`src/rtl/spi_slave_pkg.sv`:
```
// -----------------------------------------------------------------------------
// spi_slave_pkg
//   Shared definitions for the SPI slave front end: byte and bit-counter
//   widths plus the controller state encoding.
// -----------------------------------------------------------------------------
package spi_slave_pkg;

    localparam int SPI_BYTE_W    = 8;
    localparam int SPI_BIT_CNT_W = 3;

    typedef enum logic [1:0] {
        S_WAIT   = 2'd0,   // after reset, until chip select is seen high
        S_IDLE   = 2'd1,   // deselected
        S_ACTIVE = 2'd2    // frame in progress, shifting
    } spi_state_t;

endpackage

```
`src/rtl/spi_slave_sync_edge.sv`:
```
// -----------------------------------------------------------------------------
// spi_sync_edge
//   Brings one asynchronous pin into the sys_clk domain through a
//   SYNC_STAGES-deep flop chain and flags its edges.
//
//   Ports:
//     sys_clk  in   system clock
//     rst      in   synchronous, active-high reset
//     pin      in   asynchronous input
//     level    out  synchronised level (last chain flop)
//     rise     out  registered one-cycle pulse on a synchronised 0->1
//     fall     out  registered one-cycle pulse on a synchronised 1->0
//
//   The chain resets to 0 so that a pin already low at reset time produces
//   no edge and a pin already high produces only a rise.
// -----------------------------------------------------------------------------
module spi_sync_edge #(
    parameter int SYNC_STAGES = 2
) (
    input  logic sys_clk,
    input  logic rst,
    input  logic pin,
    output logic level,
    output logic rise,
    output logic fall
);

    logic [SYNC_STAGES-1:0] chain;
    logic                   prev;

    assign level = chain[SYNC_STAGES-1];

    always_ff @(posedge sys_clk) begin
        if (rst) begin
            chain <= '0;
            prev  <= 1'b0;
            rise  <= 1'b0;
            fall  <= 1'b0;
        end else begin
            chain <= {chain[SYNC_STAGES-2:0], pin};
            prev  <= level;
            rise  <= level & ~prev;
            fall  <= ~level & prev;
        end
    end

endmodule

```
`src/rtl/spi_slave.sv`:
```
// -----------------------------------------------------------------------------
// spi_slave
//   Mode-0 (CPOL=0, CPHA=0) SPI slave. Synchronises the SPI pins into
//   sys_clk, deserialises MOSI into bytes for the CSR block and serialises
//   the CSR response byte onto MISO.
//
//   Ports:
//     sys_clk     in   system clock, rising edge
//     rst         in   synchronous, active-high reset
//     spi_sclk    in   SPI clock (async)
//     spi_cs_n    in   chip select, active low (async)
//     spi_mosi    in   serial data in (async)
//     spi_miso    out  serial data out, 0 while deselected
//     rx_data     out  last complete received byte
//     data_rdy    out  one-cycle pulse when rx_data updates
//     tx_data     in   response byte from the CSR
//     data_latch  in   captures tx_data into the transmit buffer
//
//   Build option:
//     SPI_SLAVE_LSB_FIRST_EN  when defined, both directions shift LSB first.
// -----------------------------------------------------------------------------
module spi_slave
    import spi_slave_pkg::*;
#(
    parameter int SYNC_STAGES = 2
) (
    input  logic                  sys_clk,
    input  logic                  rst,
    input  logic                  spi_sclk,
    input  logic                  spi_cs_n,
    input  logic                  spi_mosi,
    output logic                  spi_miso,
    output logic [SPI_BYTE_W-1:0] rx_data,
    output logic                  data_rdy,
    input  logic [SPI_BYTE_W-1:0] tx_data,
    input  logic                  data_latch
);

    localparam logic [SPI_BIT_CNT_W-1:0] LAST_BIT = '1;

    logic sclk_level, sclk_rise, sclk_fall;
    logic cs_level, cs_rise, cs_fall;
    logic mosi_level, mosi_rise, mosi_fall;

    spi_sync_edge #(.SYNC_STAGES(SYNC_STAGES)) u_sync_sclk (
        .sys_clk (sys_clk),
        .rst     (rst),
        .pin     (spi_sclk),
        .level   (sclk_level),
        .rise    (sclk_rise),
        .fall    (sclk_fall)
    );

    spi_sync_edge #(.SYNC_STAGES(SYNC_STAGES)) u_sync_cs (
        .sys_clk (sys_clk),
        .rst     (rst),
        .pin     (spi_cs_n),
        .level   (cs_level),
        .rise    (cs_rise),
        .fall    (cs_fall)
    );

    // MOSI goes through the same depth as SCLK, so when sclk_rise fires the
    // synced level is the bit the master presented before that edge.
    spi_sync_edge #(.SYNC_STAGES(SYNC_STAGES)) u_sync_mosi (
        .sys_clk (sys_clk),
        .rst     (rst),
        .pin     (spi_mosi),
        .level   (mosi_level),
        .rise    (mosi_rise),
        .fall    (mosi_fall)
    );

    // Synchroniser outputs this block has no use for.
    logic unused_sync;
    assign unused_sync = ^{sclk_level, mosi_rise, mosi_fall};

    // ------------------------------------------------------------------
    // Controller FSM
    // ------------------------------------------------------------------
    spi_state_t state, state_nxt;

    always_ff @(posedge sys_clk) begin
        if (rst) state <= S_WAIT;
        else     state <= state_nxt;
    end

    // S_WAIT only leaves on a high chip select, so a reset landing inside a
    // frame discards the rest of it rather than joining mid-byte.
    always_comb begin
        state_nxt = state;
        case (state)
            S_WAIT:   if (cs_level) state_nxt = S_IDLE;
            S_IDLE:   if (cs_fall)  state_nxt = S_ACTIVE;
            S_ACTIVE: if (cs_rise)  state_nxt = S_IDLE;
            default:                state_nxt = S_WAIT;
        endcase
    end

    // ------------------------------------------------------------------
    // Datapath
    // ------------------------------------------------------------------
    logic [SPI_BIT_CNT_W-1:0] bit_cnt;
    logic [SPI_BYTE_W-1:0]    rx_shift, rx_next;
    logic [SPI_BYTE_W-1:0]    tx_shift, tx_shifted, tx_load;
    logic [SPI_BYTE_W-1:0]    tx_buf;
    logic                     reload;
    logic                     miso_bit;
    logic                     entering;

    assign entering = (state == S_IDLE) && cs_fall;

    // A latch in the same cycle as a shift-register load bypasses tx_buf.
    assign tx_load = data_latch ? tx_data : tx_buf;

`ifdef SPI_SLAVE_LSB_FIRST_EN
    assign rx_next    = {mosi_level, rx_shift[SPI_BYTE_W-1:1]};
    assign tx_shifted = {1'b0, tx_shift[SPI_BYTE_W-1:1]};
    assign miso_bit   = tx_shift[0];
`else
    assign rx_next    = {rx_shift[SPI_BYTE_W-2:0], mosi_level};
    assign tx_shifted = {tx_shift[SPI_BYTE_W-2:0], 1'b0};
    assign miso_bit   = tx_shift[SPI_BYTE_W-1];
`endif

    always_ff @(posedge sys_clk) begin
        if (rst) begin
            bit_cnt  <= '0;
            rx_shift <= '0;
            rx_data  <= '0;
            data_rdy <= 1'b0;
            tx_shift <= '0;
            tx_buf   <= '0;
            reload   <= 1'b0;
        end else begin
            data_rdy <= 1'b0;
            if (data_latch) tx_buf <= tx_data;

            if (entering) begin
                bit_cnt  <= '0;
                tx_shift <= tx_load;
                reload   <= 1'b0;
            end else if (state == S_ACTIVE) begin
                if (cs_rise) begin
                    // Deselect mid-byte: drop the partial byte.
                    bit_cnt <= '0;
                    reload  <= 1'b0;
                end else begin
                    if (sclk_rise) begin
                        rx_shift <= rx_next;
                        bit_cnt  <= bit_cnt + 1'b1;
                        if (bit_cnt == LAST_BIT) begin
                            rx_data  <= rx_next;
                            data_rdy <= 1'b1;
                            reload   <= 1'b1;
                        end
                    end
                    // The falling edge after a completed byte puts the first
                    // bit of the next response on MISO.
                    if (sclk_fall) begin
                        if (reload) begin
                            tx_shift <= tx_load;
                            reload   <= 1'b0;
                        end else begin
                            tx_shift <= tx_shifted;
                        end
                    end
                end
            end
        end
    end

    assign spi_miso = (state == S_ACTIVE) ? miso_bit : 1'b0;

endmodule

```
`config.mk`:
```
export PLATFORM = sky130hd
export DESIGN_NAME = spi_slave
export DESIGN_NICKNAME = d
export VERILOG_FILES = /design/src/rtl/spi_slave_pkg.sv /design/src/rtl/spi_slave_sync_edge.sv /design/src/rtl/spi_slave.sv
export SDC_FILE = /design/constraint.sdc
export NUM_CORES = 1
export LEC_CHECK = 0
export BUFFER_PORTS_ARGS = -buffer_cell sky130_fd_sc_hd__buf_4
export CORE_UTILIZATION = 40
export CTS_CLUSTER_SIZE = 8
export DETAILED_ROUTE_END_ITERATION = 10
export PLACE_DENSITY = 0.65
export RECOVER_POWER = 100
export SLEW_MARGIN = 5
export SYNTH_ARGS = -nofsm -noshare
export SYNTH_HDL_FRONTEND = slang
export SYNTH_HIERARCHICAL = 1
export SYNTH_SLANG_ARGS = --single-unit
export TNS_END_PERCENT = 100
```
`constraint.sdc`:
```
create_clock -name sys_clk -period 3.75 [get_ports sys_clk]
set_input_delay 0.375 -clock sys_clk [delete_from_list [all_inputs] [get_ports sys_clk]]
set_output_delay 0.375 -clock sys_clk [all_outputs]
set_load 0.01 [all_outputs]
```
### Word-level counts from Yosys, hierarchy flattened

Cells that the tools add are included.

* register bits after elaboration: 50
* output and inout port bits: 10

* add/sub/neg operators: 1
* equal/unequal tests: 7
* multiplexer cells: 19
* bitwise gates (word level): 12
* reductions and logical operators: 12

Operators with widths (count)
* $mux 8: 6
* $not 1->1: 8
* $mux 1: 7
* $mux 2: 3
* $mux 3: 2
* $ne 2x1->1 const B: 3
* $pmux 2 s3: 1
* $reduce_and 3->1: 2
* $reduce_bool 2->1: 3
* $reduce_and 5->1: 1
* $reduce_or 5->1: 1
* $and 1x1->1: 4
* $reduce_and 4->1: 1
* $add 3x1->3 const B: 1
* $eq 3x3->1 const B: 1
* $eq 2x1->1 const B: 1
* $eq 2x2->1 const B: 1
* $logic_not 2->1: 1
* $ne 2x2->1 const B: 1
* $reduce_and 2->1: 1
* $reduce_or 2->1: 1
* $logic_and 1x1->1: 1

### Longest topological paths before layout

Gate-level depths: netlist of the first run.

* word-level depth: 6
* gate-level depth with buffers: 6
* depth with buffers taken out: 5

### Modules after synthesis

Netlist of the first run, hierarchy kept.

Modules (own cells, without submodules)
* spi_slave: times used 1, cells an instance 162, area each 1500.2 um2
* spi_sync_edge: times used 3, cells an instance 10, area each 133.9 um2

### Worst setup path before layout of the first run

No wires, ideal clock.

* path kind: register to register
* start: reg state[1]
* end: reg tx_shift[1]
* arrival time: 1.207 ns
* data required time: 3.618 ns
* path slack: 2.410 ns
* cell stages (with the launch flop): 6
* cells stage by stage: dfxtp_1 and3b_2 or2_2 clkbuf_1 o211ai_1 a21oi_1

* word-level cells in the longest chain between the ends: 4
* elaborated cells between the ends (all ways): 8
* classes of those cells: 3 x eq/ne; 1 x mux; 4 x reduce/logical

RTL lines
* start, declared: line spi_slave.sv:81 `spi_state_t state, state_nxt;`
* start signal, assigned: line spi_slave.sv:85 `else state <= state_nxt;`
* $eq 2x1->1: line spi_slave.sv:111 `assign entering = (state == S_IDLE) && cs_fall;`
* $logic_and 1x1->1: line spi_slave.sv:111
* $ne 2x2->1 (no source line) / $reduce_bool 2->1 (equally long branches)
* $reduce_and 3->1 (no source line)
* end signal, assigned: line spi_slave.sv:141 `tx_shift <= tx_load;`
* end signal, assigned: line spi_slave.sv:162 `tx_shift <= tx_load;`
* end signal, assigned: line spi_slave.sv:165 `tx_shift <= tx_shifted;`
* end, declared: line spi_slave.sv:105 `logic [SPI_BYTE_W-1:0] tx_shift, tx_shifted, tx_load;`

Parallel ways exist; a longest one is shown, timed or not.
A chain may end at the register's enable or synchronous reset.

==> summary by stage, run 1 <==
Setup path
STA puts the critical path data arrival time at roughly 2.4 ns. STA classifies the critical path endpoint as a flop. The sort of element at the start of the critical path is an input pin. The kind of critical path is input pin to flop.

The worst path required time is 3.94 ns. The maximum fanout count along the critical path is 45.

Clock tree
The cell sitting at the root of the clock tree is a sky130_fd_sc_hd__clkbuf_8. The number of clock sinks is 50. Buffers added to address setup during post-CTS repair amount to 0. The maximum clock path buffer count is 2. The count of cells resized by post-cts repair is 0. The H-tree was split into 2 levels. TritonCTS built the clock tree.

The number of CTS-inserted buffers is 5. After clock tree synthesis, the clock-pin slew on the worst setup and hold paths is 0.08 ns. The clock latency on the worst-skew pair is 0.30 ns. For this design, the CTS-stage hold fixing added 0 buffers.

Die
The core region is 4350 um2. The die covers 4820 um2. The vertical die dimension is 69.5 um. The effective utilization at floorplan is 41.8%. Measured along the x axis, the die boundary spans 69.5 um.

The number of cell rows is 24. 24 I/O pins were placed.

Timing
The final total negative setup slack is 0 ns. The final count of pins violating max slew came to 46. The total of endpoints with negative setup slack in the final report is 0. The hold violation count in the final report is 0. The clock arrives with 0.00482 ns of skew. In this run the tightest slew margin relative to its limit is -26.8%.

The slew at the pin closest to its max-slew limit is 1.90 ns. Counting I/O delays and the setup requirement, the final critical path takes 2.22 ns. Setup repair after global routing left no endpoint under its margin. In the finished design, the share of the clock period the worst path needs comes to roughly three fifths. The maximum clock frequency is 451 MHz.

Synth
Synthesis handed over a netlist of 186 instances. The net count of the mapped netlist is 202. The mapped netlist covers 1820 um2.

The synthesized area divided by synthesized cell count is just under 10 um2. The Yosys step of the flow raised 6 warnings.

Route
In the routed design, unresolved DRC markers number 0. The number of nets with antenna violations after routing is 0. For this block, the via count after detailed routing is approximately 1300.

Wires add up to between 3000 and 4000 um. The initial detailed-routing violation count is 51. The detail-routed via count per cell is a little under 5. For this run, the detailed router's first-pass iteration total came to 4. The wire length per cell after detailed routing is around 12 um.

Outcome
The flow ran to the end, but the final reports show violations. The final reports fail on max-capacitance violations, max-slew violations.

GRT
The total overflow left after global routing is 0. The number of antenna violations at the first check in global routing was 0. The largest net degree at the start of global routing is 46. The number of global-route vias before repair is 1222. The global-route wire length before repair is between 5000 and 6000 um. Across every metal layer, demand over resource in global routing totals 13.9%.

Cells and area
The final net count is 222. The relative area change from synthesis to final layout is 12.2%. The number of antenna cells inserted is 0. The fraction of final layout cells with drive strength greater than 1 is 12.6%. After routing the design area is approximately 2000 um2.

Flow run
The tool flagged a number of max-cap violations equal to 1.

Power
The reported leakage power is 0.771 nW. VDD sags by at most 245 uV. The cell area power density is 426 nW/um2.

Placed design
Detailed placement finished with a half-perimeter wire length of 2000 um. In this run the cell area measured after placement is 2010 um2. The count of port buffers added during placement is 23.

The congestion estimate from routability-driven global placement came to 0.769.

Hold path
The classification of the worst-slack hold path is input pin to flop.
==> per-layer routing <==
layer | vias to the layer above | global-route usage [%] | wire, um
met4 | 0 | 7.94 | 62
li1 | 674 | - | -
met5 | - | 0 | 0
met1 | 557 | 17.2 | 1510
met3 | 8 | 3.78 | 136
met2 | 25 | 21.8 | 1340
==> worst max-delay path, cell delays in order <==
cell and delay, ns:
sky130_fd_sc_hd__clkbuf_1 1.33, sky130_fd_sc_hd__or2_2 0.37, sky130_fd_sc_hd__nor2_1 0.08, sky130_fd_sc_hd__a32o_1 0.23
==> power by group <==
group | switching, mW | internal, mW
combinational | 0.0176 | 0.0184
clock | 0.165 | 0.125
sequential | 0.00400 | 0.541
total | 0.187 | 0.684
==> registers in the layout, summed over array words and instances (netlist names) <==
name	flops
rx_data	8
tx_buf	8
bit_cnt	3
u_sync_cs/chain	2
state	2
u_sync_sclk/chain	2
u_sync_cs/fall	1
u_sync_sclk/prev	1
reload	1
tx_shift	8
u_sync_sclk/rise	1
u_sync_sclk/fall	1
u_sync_mosi/chain	2
u_sync_cs/rise	1
u_sync_cs/prev	1
data_rdy	1
rx_shift	7
==> final cells by class <==
cell class,count,area (um2)
Clock buffer,5,68.8
Clock inverter,2,10.0
Fill cell,421,2310
Inverter,1,3.75
Multi-Input combinational cell,125,763
Sequential cell,50,1000
Tap cell,52,65.1
Timing Repair Buffer,23,131
==> cell usage in the layout (no fill, tap or decap), types with 2 or more instances in the layout <==
cell,n
sky130_fd_sc_hd__a21o_1,2
sky130_fd_sc_hd__nand2_1,21
sky130_fd_sc_hd__and2_1,2
sky130_fd_sc_hd__nor2b_1,8
sky130_fd_sc_hd__a21oi_1,16
sky130_fd_sc_hd__clkbuf_1,11
sky130_fd_sc_hd__ha_1,2
sky130_fd_sc_hd__a32o_1,2
sky130_fd_sc_hd__o211ai_1,7
sky130_fd_sc_hd__or2_2,2
sky130_fd_sc_hd__buf_4,12
sky130_fd_sc_hd__nor2_1,23
sky130_fd_sc_hd__dfxtp_1,50
sky130_fd_sc_hd__clkinv_2,2
sky130_fd_sc_hd__clkbuf_8,5
sky130_fd_sc_hd__a22oi_1,2
sky130_fd_sc_hd__nor3b_1,4
sky130_fd_sc_hd__o21ai_0,8
sky130_fd_sc_hd__mux2i_1,16
==> metrics by stage <==
| step | utilization, % | hold WS (ns) | setup WS (ns) | power, mW | cells |
|---|---|---|---|---|---|
| finish | 46.9 | 0.284 | 1.53 | 0.871 | 258 |
| global route | 46.9 | 0.282 | 1.38 | 0.915 | 258 |
| CTS | 47.9 | 0.281 | 2.10 | 0.881 | 258 |
| detailed placement | 46.1 | 0.410 | 2.15 | 0.594 | 251 |
| global placement | 46.1 | 0.399 | 2.21 | 0.593 | 251 |
| floorplan | - | 0.387 | 2.41 | 0.578 | 186 |
==> path summary, 6_finish.rpt <==
path | from | end | slack, ns | cells past startpoint
worst max-delay path | rst | rx_data[1] | 1.53 | 4
worst min-delay path | spi_cs_n | u_sync_cs/chain[0] | 0.28 | 2
worst max register to register | state[0] | rx_data[1] | 2.12 | 4
worst min register to register | u_sync_sclk/prev | u_sync_sclk/rise | 0.42 | 1
(Power assumes the default switching activity.)
==> inputs of run 2 (changes only) <==
- PLACE_DENSITY: 0.65 -> 0.67
- clock period: 3.75 -> 1.82 ns (I/O delays scaled with it)
==> summary by stage, run 2 (synthesis results as in run 1) <==
Outcome
The flow ran to the end, and the final reports show no timing, DRC or antenna violations.

GRT
In the global route stage, overall resource usage came out at 13.8%. The number of global-route vias before repair is 1221. The number of antenna violations at the first check in global routing is 0. Entering global routing, the biggest net connects 29 pins. The first global-routing pass estimated 5220 um of wire. Global routing finished with a remaining overflow of 0.

Cells and area
The number of antenna diodes in the final layout is 0. Leaving out fill and tap cells, the most frequent cell in the layout is sky130_fd_sc_hd__dfxtp_1. At the end of the flow, the number of nets in the layout was 224.

The largest registers in the layout are rx_data (8), tx_buf (8), tx_shift (8). Of the cells placed in the final design, the portion with a size suffix greater than 1 is 13.4%. From synthesis to final layout, the design area changed by 13.7%.

In the layout the commonest cells are 50 x sky130_fd_sc_hd__dfxtp_1, 23 x sky130_fd_sc_hd__nor2_1, 21 x sky130_fd_sc_hd__nand2_1. The count of cells in the finished layout, fillers not included, comes to about 260.

Die
The I/O pin count is 24. In this run the standard cell core region covers 4350 um2. The floorplan step defined a die boundary enclosing between 4000 and 5000 um2. The number of cell rows is 24. In this run the horizontal extent of the chip is 69.5 um.

In this run the vertical extent of the chip is 69.5 um. Once the floorplan was initialized, standard cells occupied 41.8% of the core.

Route
The detail-routed via count per cell is 4.89. In the routed design, unresolved DRC markers number 0. The detail route stage leaves a number of antenna-violating nets equal to 0. For this block, the routed nets add up to 2880 um of wire. The via count is 1276. The first TritonRoute pass finished after 4 iterations.

The wire length per cell after detailed routing is 11.0 um. After the first detailed-routing iteration, the DRC count stood at 68.

Clock tree
Once the clock tree was built, the resizer swapped 0 gates to a different size. After clock tree synthesis, the clock-pin slew on the worst setup and hold paths is around 0.080 ns. The clock tree from TritonCTS is built. The maximum clock path buffer count is 2. The number of buffers inserted by hold repair at cts is 0. The clock latency on the worst-skew pair is 0.29 ns. Counting the buffers created by CTS gives 5. Clock tree synthesis found a total of 50 sinks. The number of H-tree levels is 2. The tree is rooted in a sky130_fd_sc_hd__clkbuf_8. After clock tree synthesis, the setup repair step added 0 buffers.

Placed design
The congestion estimate from routability-driven global placement came to approximately 0.77. The count of placed standard cells including taps is between 200 and 300. Input and output buffers added on the ports amount to 23. The placed wire-length estimate after detailed placement is 2030 um.

Power
The cell internal power dissipation is 1.46 mW. VDD sags by at most about 510 uV. The relative contribution of the clock network to total power is 34.8%.

The reported leakage power is 0.789 nW. Net switching is 20.5% of the power. For this design the total switching power over the nets is about 0.38 mW. The proportion of power drawn by combinational gates is 4.1%.

For this design the ratio of total power to cell area is 886 nW/um2. Registers are responsible for between 60% and 70% of the overall power.

Setup path
The maximum fanout count along the critical path is 13. The worst path required time is 2.04 ns. Data on the critical path arrives at its endpoint at approximately 1.8 ns. The worst setup path is captured at a flop. The worst setup path is launched from a flop. The kind of critical path is flop to flop.

Timing
The final count of pins violating max slew is 0. The final period demand of the worst path is 1.57 ns. The worst slew slack as a fraction of its limit is 51.0%. The clock arrives with 0.00531 ns of skew. The hold violation count in the final report is 0. Hold is met by 0.101 ns. The maximum clock frequency is 638 MHz. In the finished design, the share of the clock period the worst path needs comes to 86.1%. The slew at the pin closest to its max-slew limit is 0.735 ns. Setup repair after global routing left no endpoint under its margin. Setup violations remaining at the end of the flow were counted as 0. The final total negative setup slack is 0 ns.

Flow run
The number of violations of the max-capacitance limit is 0.

Hold path
In this run the worst hold path is classified as input pin to flop.
[run 2: cell types whose count changed in the layout (fill, tap and decap cells not counted), sizes merged]
cell,before,now
buf,12,14
clkbuf,16,18
clkinv,2,1
[run 2: final cells by class]
class / instances / area, um2
multi-input combinational: 125 / 762
inverter: 1 / 3.75
timing repair buffer: 25 / 148
fill: 447 / 2280
tap: 52 / 65.1
clock buffer: 7 / 86.3
clock inverter: 1 / 5.00
sequential: 50 / 1000
[run 2: power groups by stage]
stage               Combinational (mW)  Sequential, mW  Clock [mW]
global placement                0.0769            1.15           0
finish                          0.0743            1.12       0.638
detailed placement              0.0776            1.15           0
floorplan                       0.0457            1.15           0
global route                    0.0853            1.12       0.717
CTS                             0.0776            1.12       0.661
[run 2: final timing paths]
| check | start | end | slack [ns] | cells past startpoint |
|---|---|---|---|---|
| max reg2reg | state[0] | tx_shift[0] | 0.25 | 4 |
| min reg2reg | u_sync_sclk/prev | u_sync_sclk/rise | 0.42 | 1 |
| max | state[0] | tx_shift[0] | 0.25 | 4 |
| min | spi_sclk | u_sync_sclk/chain[0] | 0.10 | 2 |
[run 2: worst max-delay path: stages, from the launching register on]
cell and delay [ns]:
sky130_fd_sc_hd__dfxtp_1 0.40, sky130_fd_sc_hd__and3b_1 0.43, sky130_fd_sc_hd__a21oi_2 0.15, sky130_fd_sc_hd__or3_1 0.37
sky130_fd_sc_hd__a21oi_1 0.15
[run 2: per-layer routing]
| layer | GRT usage, % | part of all wire, % | vias up |
|---|---|---|---|
| met5 | 0 | 0 | - |
| met4 | 6.35 | 1.8 | 0 |
| met3 | 4.80 | 4.8 | 5 |
| met2 | 21.6 | 44 | 23 |
| met1 | 16.9 | 50 | 573 |
| li1 | - | - | 675 |
[run 2: through the flow]
stage                     setup WS [ns]  total power [mW]  cell area [um2]  utilization (%)
after floorplan                   0.480              1.19             1820                -
after global routing              0.145              1.93             2070             47.6
after detailed placement          0.392              1.23             2020             46.4
after CTS                         0.376              1.86             2110             48.5
final                             0.253              1.83             2070             47.6
after global placement            0.409              1.22             2020             46.4
